File: src/rtl/uart_loader_pkg.sv
// Shared state encoding and command byte values for the UART program loader.
package uart_loader_pkg;

  typedef enum logic [2:0] {
    IDLE     = 3'd0,
    LOAD_CNT = 3'd1,
    LOAD_LO  = 3'd2,
    LOAD_HI  = 3'd3,
    WRITE    = 3'd4,
    RUN      = 3'd5,
    STEP     = 3'd6,
    DONE     = 3'd7
  } state_t;

  localparam logic [7:0] CMD_LOAD  = 8'h4C;
  localparam logic [7:0] CMD_RUN   = 8'h52;
  localparam logic [7:0] CMD_STEP  = 8'h53;
  localparam logic [7:0] CMD_ABORT = 8'h58;

endpackage

File: src/rtl/word_assembler.sv
// Latches the low and high bytes of an instruction word as they arrive.
module word_assembler #(
  parameter int DBIT   = 8,
  parameter int INSN_W = 16
) (
  input  logic              i_clk,
  input  logic              i_reset,
  input  logic              i_rx_done,
  input  logic [DBIT-1:0]   i_rx_data,
  input  logic              i_lo_sel,
  input  logic              i_hi_sel,
  output logic [INSN_W-1:0] word
);

  logic [DBIT-1:0] lo_byte;
  logic [DBIT-1:0] hi_byte;

  always_ff @(posedge i_clk) begin
    if (!i_reset) begin
      lo_byte <= '0;
      hi_byte <= '0;
    end else if (i_rx_done) begin
      if (i_lo_sel) lo_byte <= i_rx_data;
      if (i_hi_sel) hi_byte <= i_rx_data;
    end
  end

  assign word = {hi_byte, lo_byte};

endmodule

File: src/rtl/uart_prog_loader.sv
// Command sequencer: loads instruction words into program memory and runs/steps the CPU.
module uart_prog_loader
  import uart_loader_pkg::*;
#(
  parameter int DBIT   = 8,
  parameter int INSN_W = 16,
  parameter int ADDR_W = 11
) (
  input  logic              i_clk,
  input  logic              i_reset,
  input  logic              i_rx_done,
  input  logic [DBIT-1:0]   i_rx_data,
  input  logic              i_cpu_halt,
  output logic              o_mem_we,
  output logic [ADDR_W-1:0] o_mem_addr,
  output logic [INSN_W-1:0] o_mem_wdata,
  output logic              o_cpu_en,
  output logic              o_cpu_rst_n,
  output logic              o_busy,
  output logic              o_done,
  output logic              o_err
);

  state_t              state, nxt;
  logic [7:0]          remaining;
  logic [ADDR_W-1:0]   addr;
  logic [INSN_W-1:0]   word;
  logic                is_cmd;

  word_assembler #(.DBIT(DBIT), .INSN_W(INSN_W)) u_word (
    .i_clk     (i_clk),
    .i_reset   (i_reset),
    .i_rx_done (i_rx_done),
    .i_rx_data (i_rx_data),
    .i_lo_sel  (state == LOAD_LO),
    .i_hi_sel  (state == LOAD_HI),
    .word      (word)
  );

  assign is_cmd = (i_rx_data == CMD_LOAD) || (i_rx_data == CMD_RUN) ||
                  (i_rx_data == CMD_STEP) || (i_rx_data == CMD_ABORT);

  // NOTE: nxt gets a default before the case so no path leaves it unassigned (no latch).
  always_comb begin
    nxt = state;
    case (state)
      IDLE:
        if (i_rx_done) begin
          if (i_rx_data == CMD_LOAD)      nxt = LOAD_CNT;
          else if (i_rx_data == CMD_RUN)  nxt = RUN;
          else if (i_rx_data == CMD_STEP) nxt = STEP;
        end
      LOAD_CNT: if (i_rx_done) nxt = (i_rx_data == '0) ? DONE : LOAD_LO;
      LOAD_LO:  if (i_rx_done) nxt = LOAD_HI;
      LOAD_HI:  if (i_rx_done) nxt = WRITE;
      WRITE:    nxt = (remaining == 8'd1) ? DONE : LOAD_LO;
      RUN:
        // Abort takes priority over a halt seen in the same cycle.
        if (i_rx_done && i_rx_data == CMD_ABORT) nxt = IDLE;
        else if (i_cpu_halt)                     nxt = DONE;
      STEP:     nxt = DONE;
      DONE:     nxt = IDLE;
      default:  nxt = IDLE;
    endcase
  end

  // NOTE: sequential state uses non-blocking assignments so every register samples pre-edge values.
  always_ff @(posedge i_clk) begin
    if (!i_reset) begin
      state       <= IDLE;
      remaining   <= '0;
      addr        <= '0;
      o_mem_we    <= 1'b0;
      o_mem_addr  <= '0;
      o_mem_wdata <= '0;
      o_cpu_en    <= 1'b0;
      o_cpu_rst_n <= 1'b0;
      o_busy      <= 1'b0;
      o_done      <= 1'b0;
      o_err       <= 1'b0;
    end else begin
      state <= nxt;

      if (state == LOAD_CNT && i_rx_done) begin
        remaining <= i_rx_data;
        addr      <= '0;
      end

      // The write pulse trails the WRITE state by one cycle, with address and data registered alongside.
      o_mem_we <= (state == WRITE);
      if (state == WRITE) begin
        o_mem_addr  <= addr;
        o_mem_wdata <= word;
        addr        <= addr + 1'b1;
        remaining   <= remaining - 8'd1;
      end

      // Level outputs follow the state being entered so they line up with it.
      o_cpu_en    <= (nxt == RUN) || (nxt == STEP);
      o_cpu_rst_n <= !(nxt inside {LOAD_CNT, LOAD_LO, LOAD_HI, WRITE});
      o_busy      <= (nxt != IDLE);
      o_done      <= (nxt == DONE);
      o_err       <= (state == IDLE) && i_rx_done && !is_cmd;
    end
  end

endmodule

File: config.mk
export PLATFORM = sky130hd
export DESIGN_NAME = uart_prog_loader
export DESIGN_NICKNAME = d
export VERILOG_FILES = /design/src/rtl/uart_loader_pkg.sv /design/src/rtl/word_assembler.sv /design/src/rtl/uart_prog_loader.sv
export SDC_FILE = /design/constraint.sdc
export NUM_CORES = 1
export LEC_CHECK = 0
export BUFFER_PORTS_ARGS = -buffer_cell sky130_fd_sc_hd__buf_2
export CAP_MARGIN = 30
export CORE_ASPECT_RATIO = 0.9
export CORE_MARGIN = 10
export CORE_UTILIZATION = 35
export DETAILED_ROUTE_END_ITERATION = 8
export GPL_ROUTABILITY_DRIVEN = 0
export GPL_TIMING_DRIVEN = 0
export PLACE_DENSITY_LB_ADDON = 0.05
export SYNTH_ARGS = -nofsm -noshare
export SYNTH_HDL_FRONTEND = slang
export SYNTH_HIERARCHICAL = 1
export SYNTH_SLANG_ARGS = --single-unit
File: constraint.sdc
create_clock -name i_clk -period 2 [get_ports i_clk]
set_clock_uncertainty 0.1 [all_clocks]
set_input_delay 0 -clock i_clk [delete_from_list [all_inputs] [get_ports i_clk]]
set_output_delay 0 -clock i_clk [all_outputs]
set_load 0.005 [all_outputs]
# Yosys cells after proc, flatten, opt, wreduce, memory -nomap -nowiden
# Index checks and enable logic that the tools add are counted.
[totals] ff_bits=71 latch_bits=0 mem_bits_rw=0 mem_bits_ro=0 wordCells=67 memories=0
[op_classes] n_addsub=2 multipliers=0 div=0 order_cmp=0 eq_ne=19 n_shift=0 mux=16 n_bitwise=0 n_reduce_logical=17
[op_table] operator="two-way mux 3 bit" count=11
[op_table] operator="equality test 8 x 7 -> 1 bit, second input constant" count=4
[op_table] operator="equality test 3 bit, second input constant" count=8
[op_table] operator="one-hot mux 3 bit (8 select lines)" count=1
[op_table] operator="two-way mux 11 bit" count=2
[op_table] operator="two-way mux 8 bit" count=2
[op_table] operator="equality test 3 x 2 -> 1 bit, second input constant" count=4
[op_table] operator="adder 11 x 1 -> 11 bit, second input constant" count=1
[op_table] operator="equality test 8 x 1 -> 1 bit, second input constant" count=1
[op_table] operator="logical NOT 8 bit" count=1
[op_table] operator="subtractor 8 x 1 -> 8 bit, second input constant" count=1
[op_table] operator="equality test 3 x 1 -> 1 bit, second input constant" count=2
[op_table] operator="logical AND 1 bit" count=4
[op_table] operator="logical OR 1 bit" count=4
[op_table] operator="AND reduction 2 bit" count=2
[op_table] operator="nonzero test 4 bit" count=1
[op_table] operator="logical NOT 3 bit" count=1
[op_table] operator="nonzero test 3 bit" count=1
[op_table] operator="logical NOT 1 bit" count=2
[op_table] operator="nonzero test 2 bit" count=1

# Logic depth before layout (Yosys ltp)
[logic_depth] depth_word=9 mapped_depth=7 depth_no_buf=6

# Hierarchy
# The synthesis kept the hierarchy.
[by_module_without_submodules] module="uart_prog_loader" n_inst=1 cells_per_inst=296 area_each_um2=2423.6 seq_area_each_um2=1101.1
[by_module_without_submodules] module="word_assembler" n_inst=1 cells_per_inst=75 area_each_um2=710.7 seq_area_each_um2=320.3

# Worst setup path after synthesis
# OpenSTA, ideal clock, no wires.
[synth_timing] kind="reg-to-reg" from="register state[1]" to="register o_cpu_rst_n" t_arrival_ns=1.607 setup_slack_ns=0.221 path_stages_with_launch=7 n_path_buf=1 cell_sequence="dfxtp_1 clkbuf_1 nand3b_1 a31oi_1 a221oi_1 o21a_1 mux2i_1"
[synth_between] elab_chain_len=8 word_cells_on_any_way=24 classes_between="11 x eq/ne; 10 x mux; 3 x reduce/logical"
[synth_rtl] item="from (decl)" line="uart_prog_loader.sv:24" rtl="state_t state, nxt;"
[synth_rtl] item="from (signal assigned)" line="uart_prog_loader.sv:82" rtl="state <= nxt;"
[synth_rtl] item="two-way mux 3 bit" line="uart_prog_loader.sv:51" rtl="else if (i_rx_data == CMD_STEP) nxt = STEP;"
[synth_rtl] item="two-way mux 3 bit" line="uart_prog_loader.sv:50" rtl="else if (i_rx_data == CMD_RUN) nxt = RUN;"
[synth_rtl] item="two-way mux 3 bit" line="uart_prog_loader.sv:49" rtl="if (i_rx_data == CMD_LOAD) nxt = LOAD_CNT;"
[synth_rtl] item="two-way mux 3 bit" line="uart_prog_loader.sv:48" rtl="if (i_rx_done) begin"
[synth_rtl] item="one-hot mux 3 bit (8 select lines) (*)" line="uart_prog_loader.sv:46" rtl="case (state)"
[synth_rtl] item="equality test 3 x 1 -> 1 bit, or another cell as far along" line="uart_prog_loader.sv:100" rtl="o_cpu_rst_n <= !(nxt inside {LOAD_CNT, LOAD_LO, LOAD_HI, WRITE});"
[synth_rtl] item="nonzero test 4 bit (*)" line="uart_prog_loader.sv:100"
[synth_rtl] item="logical NOT 1 bit (*)" line="uart_prog_loader.sv:100"
[synth_rtl] item="to (signal assigned)" line="uart_prog_loader.sv:100"
[synth_rtl] item="to (decl)" line="uart_prog_loader.sv:18" rtl="output logic o_cpu_rst_n,"
# Every way passes the cells marked *; elsewhere a longest branch is shown, timed or not.
# A chain may end at the register's enable or synchronous reset.

# Worst setup path in the final report
[layout_timing] from="input i_rx_data[5]" to="register o_busy"
[layout_between] elab_chain_len=7 word_cells_on_any_way=15 classes_between="4 x eq/ne; 8 x mux; 3 x reduce/logical"
[layout_rtl] item="from (decl)" line="uart_prog_loader.sv:12" rtl="input logic [DBIT-1:0] i_rx_data,"
[layout_rtl] item="equality test 8 x 7 -> 1 bit" line="uart_prog_loader.sv:51"
[layout_rtl] item="two-way mux 3 bit" line="uart_prog_loader.sv:51"
[layout_rtl] item="two-way mux 3 bit" line="uart_prog_loader.sv:50"
[layout_rtl] item="two-way mux 3 bit" line="uart_prog_loader.sv:49"
[layout_rtl] item="two-way mux 3 bit" line="uart_prog_loader.sv:48"
[layout_rtl] item="one-hot mux 3 bit (8 select lines) (*)" line="uart_prog_loader.sv:46"
[layout_rtl] item="nonzero test 3 bit (*)" line="uart_prog_loader.sv:101" rtl="o_busy <= (nxt != IDLE);"
[layout_rtl] item="to (signal assigned)" line="uart_prog_loader.sv:101"
[layout_rtl] item="to (decl)" line="uart_prog_loader.sv:19" rtl="output logic o_busy,"
# Marked as above.

==> results.toml <==
[place]
place_hpwl_um = 6250
post_dp_cell_area_sq_um = 3500
dpl_worst_slack_ns = -0.113
port_buffers = 43
dp_cells = 533

[timing]
fin_crit_sh_pct = 98.2
timing.final.crit_period_ns = 1.96
setup_viol = 0
rsz0062_at_grt = "yes"
holdWs_ns = 0.0350
fmax_mhz = 509
drv_slew = 0
postLayoutSetupSlackWorst_ns = 0.0360
finalHoldViolations = 0
maxSlewHeadroom_pct = 63.7
tightest_slew_ns = 0.540

[pwr]
pwr_density_cell_nw_per_um2 = 789
power_mw = 3.09
power_leakage_nw = 1.52
ir_worst_vdd_uv = 333

[layout]
area_delta_synth_final_pct = 25.0
drive_above_1_share_pct = 26.2
finalNonFillerCells = 562
n_fill_cell = 938
diodes = 0
fin_area_sq_um = 3920
nets = 453

[synthesis]
ys_seq_area_share_pct = 45.3
synth-edff-count = 0
synthCells = 371
synth_flop_cell = "dfxtp_1"
synthesis.nets = 386
mappedNetlistArea_sq_um = 3130
synth-seq-cells = 71
synth_cell_type_count = 55
yosys_warnings = 6
avgSynthCellArea_sq_um = 8.45
async_flop_share_pct = 0

[floorplanning]
die_h_um = 110
initial_core_util_pct = 36.2
die_w_um = 120
fp.coreArea_sq_um = 8650
rows = 32
die_area_sq_um = 13100
io_pins = 45

[clock_tree]
cts_tree = "yes"
cts_root_buf = "clkbuf_8"
clkTransAtPathRegs_ns = 0.08
ctsLongestPathBuffers = 2
cts_num_sinks = 71
numCtsBuffers = 9
h-tree-depth = 3
clock_latency_ns = 0.36

[setup_path]
r2r_setup_slack_ns = 0.11
worstPathMaxFanout = 6
crit_chain = "dlygate4sd3_1 -> clkbuf_4 -> or4_1 -> o311ai_1 -> a221oi_2 -> o21a_1 -> a31oi_1"
path_buf_inv = 2
startpoint_type = "primary input"
slowest_stage = "dlygate4sd3_1"
endpoint_kind = "flip-flop"
cp_top_family = "compound AO/OA/AOI/OAI gates"
crit_type = "in2reg"
crit_required_ns = 2.19
crit_path_max_incr_delay_ns = 0.53
arrival_ns = 2.15

[routing]
wl_met1_um = 4390
wl_met2_um = 3890
wire_per_inst_um = 15.8
dr.first_iter.drc_count = 133
drtPass1Iterations = 4
routed-wl-met3_um = 493
wl_um = 8890
final_antenna_net_count = 0
highest_layer = "met4"
drc = 0
vias = 2887
viasPerCell = 5.14

[status]
status = "finished, final reports clean"

[global_routing]
grt_pass1_vias = 2837
antenna_found_initial = 0
overflow = 0
track_usage_pct = 13.7
grt_pass1_wl_um = 14400
grt_max_degree = 14

[worst_hold_path]
hp-class = "in2reg"

[flow_run]
maxCapViolations = 0
## cells by family (layout without fill, tap and decap cells)
logic type,Yosys count,after routing,synth area share (%)
simple gates,160,160,25.6
flops,71,71,45.3
fa+ha+maj,3,3,1.20
buf+inv,35,107,5.67
mux,4,4,1.32
compound gates,98,98,20.9
## flip-flops by register name, summed over array words and instances, names as in the netlist
register and count:
o_mem_wdata 16, o_mem_we 1, o_mem_addr 11, u_word/hi_byte 8, o_busy 1, state 3, o_err 1, o_done 1
addr 11, o_cpu_en 1, u_word/lo_byte 8, o_cpu_rst_n 1, remaining 8
## cell type report
cell class / instances / area [sq um] / share of cell area [%]
Tap cell: 119 / 149 / 3.80
Sequential cell: 71 / 1420 / 36.3
Timing Repair Buffer: 56 / 345 / 8.81
Clock inverter: 6 / 68.8 / 1.76
Clock buffer: 10 / 138 / 3.51
Buffer: 28 / 169 / 4.31
Inverter: 7 / 26.3 / 0.670
Multi-Input combinational cell: 265 / 1600 / 40.8
## layout by cell type, fill, tap and decap left out, types with 3 or more instances in the layout
cell type      instances
nand2_1               80
dfxtp_1               69
buf_2                 53
a21oi_1               44
nor2_1                19
nand4_1               17
o21ai_2               16
dlygate4sd3_1         12
clkbuf_8              10
clkbuf_1               7
nand3_1                7
o21ai_0                7
inv_1                  6
nor3_1                 6
o311ai_1               5
nor3b_1                4
clkbuf_4               4
a31oi_1                4
or4_1                  4
buf_6                  4
buf_4                  3
a221oi_2               3
mux2i_1                3
ha_1                   3
## metrics by stage
| stage | setup TNS, ns | util (%) |
|---|---|---|
| 6_report | 0 | 45.3 |
| 3_5_place_dp | -1.59 | 40.5 |
| 2_1_floorplan | 0 | - |
| 4_1_cts | 0 | 44.5 |
| 3_3_place_gp | -1.77 | 40.5 |
| 5_1_grt | -0.270 | 45.3 |
## where the power goes
group          leakage, nW  internal [mW]  total [mW]  switching [mW]
sequential           0.574           1.46        1.48          0.0261
combinational        0.841          0.168       0.401           0.234
clock                0.103          0.616        1.21           0.594
total                 1.52           2.24        3.09           0.854
## worst paths after layout
kind | start | end | cells past startpoint
worst max-delay path | i_rx_data[5] | o_busy | 7
worst min-delay path | i_rx_data[4] | o_err | 4
worst max register to register | state[2] | addr[10] | 6
worst min register to register | o_mem_wdata[4] | o_mem_wdata[4] | 2
## layer usage
metal | vias to the layer above | global-route usage (%)
met5 | - | 0
met4 | 0 | 5.16
met3 | 12 | 4.10
met2 | 54 | 20.6
met1 | 1351 | 18.0
li1 | 1470 | -
## worst register-to-register path: cells and delay by family, from the launching register on
kind	cells	cell delay, ns
and+or+nand+nor	4	0.83
buffers and inverters	1	0.19
muxes	1	0.31
DFF	1	0.40
## synth_stat cells (4+ instances only)
cell type / n / area [sq um]
o21ai_0: 7 / 35.0
a221oi_1: 5 / 43.8
nand2_1: 81 / 304
nor2_1: 19 / 71.3
nor3b_1: 5 / 37.5
a21oi_1: 44 / 220
o21ai_2: 16 / 140
inv_1: 6 / 22.5
nor3_1: 6 / 30.0
buf_6: 4 / 45.0
buf_2: 10 / 50.1
a31oi_1: 4 / 25.0
clkbuf_1: 11 / 41.3
dfxtp_1: 71 / 1420
nand3_1: 7 / 35.0
nand4_1: 17 / 106
o311ai_1: 5 / 43.8
or4_1: 4 / 30.0
## what timing repair did
item	in CTS	in global routing
hold buffers	12	0
gates cloned	0	0
endpoints found under the hold margin	25	0
setup buffers	0	1
setup endpoints to repair	37	18
pin swaps	0	1
gates resized for setup	9	17
No activity file was read; power rests on OpenSTA's default activity.
